<file path="config.mk">
export PLATFORM = sky130hd
export DESIGN_NAME = counter_ctrl
export DESIGN_NICKNAME = d
export VERILOG_FILES = /design/src/rtl/counter_ctrl_pkg.sv /design/src/rtl/btn_debounce.sv /design/src/rtl/counter_ctrl.sv
export SDC_FILE = /design/constraint.sdc
export NUM_CORES = 1
export LEC_CHECK = 0
export CORE_AREA = 2 2 39 41
export CTS_CLUSTER_DIAMETER = 80
export DETAILED_ROUTE_END_ITERATION = 7
export DIE_AREA = 0 0 41 43
export GPL_TIMING_DRIVEN = 1
export PLACE_DENSITY_LB_ADDON = 0.12
export SETUP_SLACK_MARGIN = 0.3
export SLEW_MARGIN = 20
export SYNTH_ARGS = -nofsm -noshare
export SYNTH_HDL_FRONTEND = slang
export SYNTH_SLANG_ARGS = --single-unit
</file>
<file path="constraint.sdc">
create_clock -name clk -period 1.25 [get_ports clk]
set_clock_uncertainty 0.15 [all_clocks]
set_input_delay 0.375 -clock clk [delete_from_list [all_inputs] [get_ports clk]]
set_output_delay 0.375 -clock clk [all_outputs]
set_load 0.02 [all_outputs]
</file>
<file path="src/rtl/counter_ctrl_pkg.sv">
// Shared types for the counter_ctrl push-button sequencer: FSM state encoding
// and the debounce counter width.
package counter_ctrl_pkg;

  typedef enum logic [1:0] {
    IDLE  = 2'b00,
    RUN   = 2'b01,
    PAUSE = 2'b10
  } state_t;

  localparam int DEB_CNT_W = 24;

endpackage

</file>
<file path="src/rtl/btn_debounce.sv">
// One push-button channel: 2-flop synchronizer, optional debounce, rising-edge event.
// Debounce is built only when COUNTER_CTRL_DEBOUNCE_EN is defined; otherwise deb follows sync.
module btn_debounce
  import counter_ctrl_pkg::*;
#(
  parameter int unsigned DEBOUNCE_CYCLES = 250000
) (
  input  logic clk,
  input  logic rst,
  input  logic btn,
  output logic evt
);

  if (DEBOUNCE_CYCLES < 2 || DEBOUNCE_CYCLES > (1 << DEB_CNT_W) - 1) begin : g_bad_cycles
    $error("btn_debounce: DEBOUNCE_CYCLES out of range");
  end

  logic meta;
  logic sync;
  logic deb;
  logic deb_q;

  always_ff @(posedge clk or negedge rst) begin
    if (!rst) begin
      meta <= 1'b0;
      sync <= 1'b0;
    end else begin
      meta <= btn;
      sync <= meta;
    end
  end

`ifdef COUNTER_CTRL_DEBOUNCE_EN
  localparam logic [DEB_CNT_W-1:0] CNT_LAST = DEB_CNT_W'(DEBOUNCE_CYCLES - 1);

  logic [DEB_CNT_W-1:0] cnt;

  // Any sample that agrees with the accepted level restarts the stability window.
  always_ff @(posedge clk or negedge rst) begin
    if (!rst) begin
      cnt <= '0;
      deb <= 1'b0;
    end else if (sync == deb) begin
      cnt <= '0;
    end else if (cnt == CNT_LAST) begin
      deb <= sync;
      cnt <= '0;
    end else begin
      cnt <= cnt + 1'b1;
    end
  end
`else
  assign deb = sync;
`endif

  always_ff @(posedge clk or negedge rst) begin
    if (!rst) deb_q <= 1'b0;
    else      deb_q <= deb;
  end

  // Both terms are flops, so the event is glitch-free; releases produce nothing.
  assign evt = deb & ~deb_q;

endmodule

</file>
<file path="src/rtl/counter_ctrl.sv">
// Run/pause sequencer between the board buttons and counter_top.
// Debounce enabled by defining COUNTER_CTRL_DEBOUNCE_EN (see btn_debounce).
//
//   state | meaning
//   ------+---------------------------------------------
//   IDLE  | counter stopped, waiting for start
//   RUN   | counter running
//   PAUSE | counter halted, value held, start resumes
module counter_ctrl
  import counter_ctrl_pkg::*;
#(
  parameter int unsigned DEBOUNCE_CYCLES = 250000
) (
  input  logic       clk,
  input  logic       rst,
  input  logic       btn_start,
  input  logic       btn_stop,
  input  logic       btn_rst,
  input  logic       btn_tgl,
  output logic       cnt_start,
  output logic       cnt_stop,
  output logic       cnt_rst,
  output logic       disp_tgl,
  output logic [1:0] state
);

  logic ev_start;
  logic ev_stop;
  logic ev_rst;
  logic ev_tgl;

  btn_debounce #(.DEBOUNCE_CYCLES(DEBOUNCE_CYCLES)) u_deb_start (
    .clk(clk), .rst(rst), .btn(btn_start), .evt(ev_start)
  );
  btn_debounce #(.DEBOUNCE_CYCLES(DEBOUNCE_CYCLES)) u_deb_stop (
    .clk(clk), .rst(rst), .btn(btn_stop), .evt(ev_stop)
  );
  btn_debounce #(.DEBOUNCE_CYCLES(DEBOUNCE_CYCLES)) u_deb_rst (
    .clk(clk), .rst(rst), .btn(btn_rst), .evt(ev_rst)
  );
  btn_debounce #(.DEBOUNCE_CYCLES(DEBOUNCE_CYCLES)) u_deb_tgl (
    .clk(clk), .rst(rst), .btn(btn_tgl), .evt(ev_tgl)
  );

  state_t state_q;

  // Event priority within a cycle: rst > stop > start.
  always_ff @(posedge clk or negedge rst) begin
    if (!rst) begin
      state_q   <= IDLE;
      cnt_start <= 1'b0;
      cnt_stop  <= 1'b0;
      cnt_rst   <= 1'b0;
    end else begin
      cnt_start <= 1'b0;
      cnt_stop  <= 1'b0;
      cnt_rst   <= 1'b0;
      case (state_q)
        IDLE: begin
          if (ev_rst) begin
            cnt_rst <= 1'b1;
          end else if (ev_start) begin
            state_q   <= RUN;
            cnt_start <= 1'b1;
          end
        end
        RUN: begin
          if (ev_rst) begin
            state_q  <= IDLE;
            cnt_stop <= 1'b1;
            cnt_rst  <= 1'b1;
          end else if (ev_stop) begin
            state_q  <= PAUSE;
            cnt_stop <= 1'b1;
          end
        end
        PAUSE: begin
          if (ev_rst) begin
            state_q <= IDLE;
            cnt_rst <= 1'b1;
          end else if (ev_start) begin
            state_q   <= RUN;
            cnt_start <= 1'b1;
          end
        end
        default: state_q <= IDLE;
      endcase
    end
  end

  always_ff @(posedge clk or negedge rst) begin
    if (!rst)        disp_tgl <= 1'b0;
    else if (ev_tgl) disp_tgl <= ~disp_tgl;
  end

  assign state = state_q;

endmodule

</file>
# After elaboration in Yosys (flattened, before gate mapping)
# Cells that the tools add are included.
[totals] register_bits=18
[classes] bitwise_logic=9 n_mux=14 eq_ne=4 reduce_logical=4
[ops] op="2-to-1 mux 2 bit" count=5
[ops] op="2-to-1 mux 1 bit" count=8
[ops] op="case mux 2 bit (3 select lines)" count=1
[ops] op="inverter 1 bit" count=5
[ops] op="bitwise AND 1 bit" count=4
[ops] op="inequality test 3 bit (second input constant)" count=1
[ops] op="OR reduction 3 bit" count=1
[ops] op="equality test 2 x 1 -> 1 bit (second input constant)" count=1
[ops] op="equality test 2 bit (second input constant)" count=1
[ops] op="logical NOT 2 bit" count=1
[ops] op="inequality test 2 bit (second input constant)" count=1
[ops] op="AND reduction 2 bit" count=1
[ops] op="OR reduction 2 bit" count=1

# Longest topological paths before layout
[depth] ltp_word=5 mapped_depth=3

# Cells and area by module
# A second synthesis with hierarchy kept.
[hier_totals] hier_cells=31 hier_area_um2=585.6
[modules_own_cells] mod="btn_debounce" area_per_inst_um2=88.8 seq_area_each_um2=75.1 instances=4 cells_each=4
[modules_own_cells] mod="counter_ctrl" area_per_inst_um2=230.2 seq_area_each_um2=150.1 instances=1 cells_each=15

# Worst setup path before layout
# No wires, ideal clock.
[synth_timing] path_kind="register to register" start="register state_q[1], in the netlist state[1]" end="register state_q[0], in the netlist state[0]" synth_period_minus_slack_ns=1.142 path_stages_with_launch=4 required_time_ns=0.976 arrival_time_ns=0.868 setup_slack_ns=0.108 cell_sequence="dfrtp_1 and2b_2 a2bb2oi_1 nor2_1"
[synth_between] elab_chain_len=3 word_cells_on_any_way=7 cone_classes="eq/ne: 4; mux: 1; reduce/logical: 2"
[synth_lines] item="start: declaration" line_no="counter_ctrl.sv:45" source="state_t state_q;"
[synth_lines] item="start signal: assignment" line_no="counter_ctrl.sv:50" source="state_q <= IDLE;"
[synth_lines] item="start signal: assignment" line_no="counter_ctrl.sv:63" source="state_q <= RUN;"
[synth_lines] item="start signal: assignment" line_no="counter_ctrl.sv:69" source="state_q <= IDLE;"
[synth_lines] item="equality test 2 x 1 -> 1 bit or logical NOT 2 bit (tied branches)" line_no="counter_ctrl.sv:58" source="case (state_q)"
[synth_lines] item="inequality test 3 bit (no line) or inequality test 2 bit (tied branches)"
[synth_lines] item="AND reduction 2 bit (no line)"
# Several ways; a longest one is shown, not always the timed one.
# A chain may end at the register's enable or synchronous reset.

# Worst setup path in the final report
[layout_timing] start="register state_q[0], in the netlist state[0]" end="output state[0]"
[layout_lines] item="end: declaration" line_no="counter_ctrl.sv:24" source="output logic [1:0] state"
# No word-level cell between the ends.

==> key figures <==
Status
  • Status: finished, violations left
  • Failing checks: setup timing

Synthesis
  • Synthesized flop and latch total: 18
  • Syn. warnings: 0
  • Synth unique cells: 12
  • Count leader, synth: dfrtp_1
  • Main synth FF type: dfrtp_1
  • Post-synth top area share: 81.8%
  • Asr flop ratio synth: 100%
  • Sequential-to-total area share from yosys stat: 81.8%
  • Synth cell count leaders: 18 x dfrtp_1, 3 x nand2b_1, 2 x a21oi_1, 2 x nand3b_1
  • Syn_area_per_cell: 16.7 um2
  • Largest cells by area after synthesis: dfrtp_1 82%, nand2b_1 3.4%, nand3b_1 2.7%
  • Syn Nets: 39
  • Synth Cell Area: 551 um2
  • Number of flops mapped to enable cells by yosys: 0
  • Yosys top cell by area: dfrtp_1
  • Syn Inst Count: 33

Timing
  • RSZ-0062 raised after global routing: yes
  • Slew HR: 84.8%
  • Fmax: 0.735 GHz
  • Tmin final: 1.36 ns
  • Fin crit share: 109%
  • Worst Tran Pin Value: 0.228 ns
  • Fin. max-slew vios: 0
  • Hold_ws: 0.209 ns
  • Endpoints failing hold: 0
  • Final setup vio count: 9
  • Final setup margin: -0.110 ns

Floorplan
  • Die X: 41 um
  • Die Footprint: 0.00176 mm2
  • Ports: 12
  • Chip Height: 43 um
  • Row count: 14
  • Core area: 0.00138 mm2
  • Starting Density: 39.8%

Detailed routing
  • Vias per cell: 4.61
  • Routed wire length: 810 um
  • DRT antenna net count: 0
  • Vias: 323
  • Wire per inst: 11.6 um
  • # DRC: 0
  • DRT Pass-1 Iters: 3
  • Initial drt markers: 2

Clock network
  • Clock Pin Slew Worst Setup and Hold Paths: 0.09 ns
  • H-tree depth: 1
  • Max Root-Sink Buffers: 2
  • CTS tree: yes
  • Clk root buf: clkbuf_4
  • Clock sinks: 18
  • CTS Buf Count: 3
  • Worst skew pair latency: 0.28 ns

Global route
  • Initial antenna violation count: 0
  • Largest net degree at the start of global routing: 19
  • First-pass GRT wire length: 1.35 mm
  • GRT overflow: 0
  • Number of global-route vias before repair: 347
  • Gr usage total: 13.0%

Placement
  • Post-Place Cells: 64
  • GPL Wtd Cong: 0.686
  • Placed cell area: 727 um2
  • Port Buffers: 11

Worst setup path
  • FF-to-FF End: state[0]$_DFFE_PN0P_
  • Critical path startpoint category: register
  • R2R depth: 5
  • FF-to-FF setup slack: -0.06 ns
  • FF-to-FF Start: state[0]$_DFFE_PN0P_
  • Setup CP Type: reg2out
  • CP Capture Type: output pin
  • CP bufs+invs: 1
  • Critical-path cell list: buf_6
  • Worst Path Required: 0.73 ns
  • Worst stage delay on the critical path: 0.42 ns
  • Slowest library cell on the worst path: dfrtp_2
  • Cell family with most CP delay: flip-flops
  • Crit-path max FO: 2
  • Worst EP arrival: 0.84 ns

Pwr
  • PD cells: 1580 mW/mm2
  • Overall power: 1280 uW
  • VDD IR-drop max: 0.852 mV
  • Leakage Power: 0.000370 uW

Cells and area
  • ANT cells: 0
  • Max FFs per register: 2
  • Nets@finish: 61
  • Post-layout util: 58.7%
  • Area growth syn-to-layout: 47.5%
  • Share of layout cells above drive strength 1: 44.4%
  • Final std cell area, no fill: 812 um2
  • Filler cells: 113
  • Final Non-Filler Cells: 70

Worst hold path
  • Worst-case hold path end point: u_deb_rst.deb$_DFF_PN0_
  • HP Class: reg2reg
  • Hold Startpoint: u_deb_rst.meta$_DFF_PN0_
  • Hold Path Stages: 0

Job
  • Max cap viols: 0
-- worst max-delay path by stage --
stage | from | endpoint | cells after the start
after detailed placement | state[0]$_DFFE_PN0P_ | state[0] | 1
after floorplan | state[0]$_DFFE_PN0P_ | state[0]$_DFFE_PN0P_ | 3
after CTS | state[0]$_DFFE_PN0P_ | state[0] | 1
after global placement | disp_tgl$_DFFE_PN0P_ | disp_tgl | 1
final | state[0]$_DFFE_PN0P_ | state[0] | 1
after global routing | state[0]$_DFFE_PN0P_ | state[0] | 1
-- final cells by class --
class                           count  area (um2)  share of cell area (%)
Timing Repair Buffer               17         179                    22.0
Multi-Input combinational cell     15         123                    15.1
Tap cell                           16        20.0                    2.47
Clock buffer                        4        36.3                    4.47
Sequential cell                    18         454                    55.9
-- cell usage in the layout (no fill, tap or decap) --
cell,n
dfrtp_1,15
buf_6,7
clkdlybuf4s50_1,5
buf_4,4
nand2b_1,3
clkbuf_4,3
dfrtp_2,3
nand3b_1,2
a21oi_2,1
or2b_1,1
and2b_2,1
a21boi_1,1
nor2b_1,1
nor3_2,1
xnor2_2,1
a2bb2oi_2,1
nor2_1,1
a21oi_1,1
clkbuf_8,1
buf_12,1
-- per-layer routing --
layer,vias to the layer above,global-route usage (%),routed length [um]
met2,12,18.4,461
li1,149,-,-
met4,0,14.0,10
met3,2,4.71,58
met1,160,12.9,279
met5,-,0,0
-- stage by stage --
| step | setup TNS, ns | setup slack, ns |
|---|---|---|
| 3_3_place_gp | -1.10 | -0.202 |
| 4_1_cts | -0.792 | -0.137 |
| 2_1_floorplan | 0 | 0.147 |
| 3_5_place_dp | -1.14 | -0.219 |
| 5_1_grt | -1.05 | -0.156 |
| 6_report | -0.649 | -0.110 |
-- kinds of logic (layout without fill, tap and decap cells) --
group	Yosys count	in the layout	share of synthesized area (%)
compound gates	4	4	4.77
xor+xnor	1	1	1.59
buf+inv	0	21	0
flops	18	18	81.8
simple gates	10	10	11.8
-- power by group --
part,switching (uW),internal (uW)
combinational,114,174
sequential,26.5,635
clock,158,177
total,298,987
-- repair_timing --
item	in CTS	in global routing
endpoints found under the setup margin	10	12
pin swaps	1	1
buffers inserted	1	1
hold buffers	0	0
resized for setup	39	2
Power figures use the tool's default switching activity.
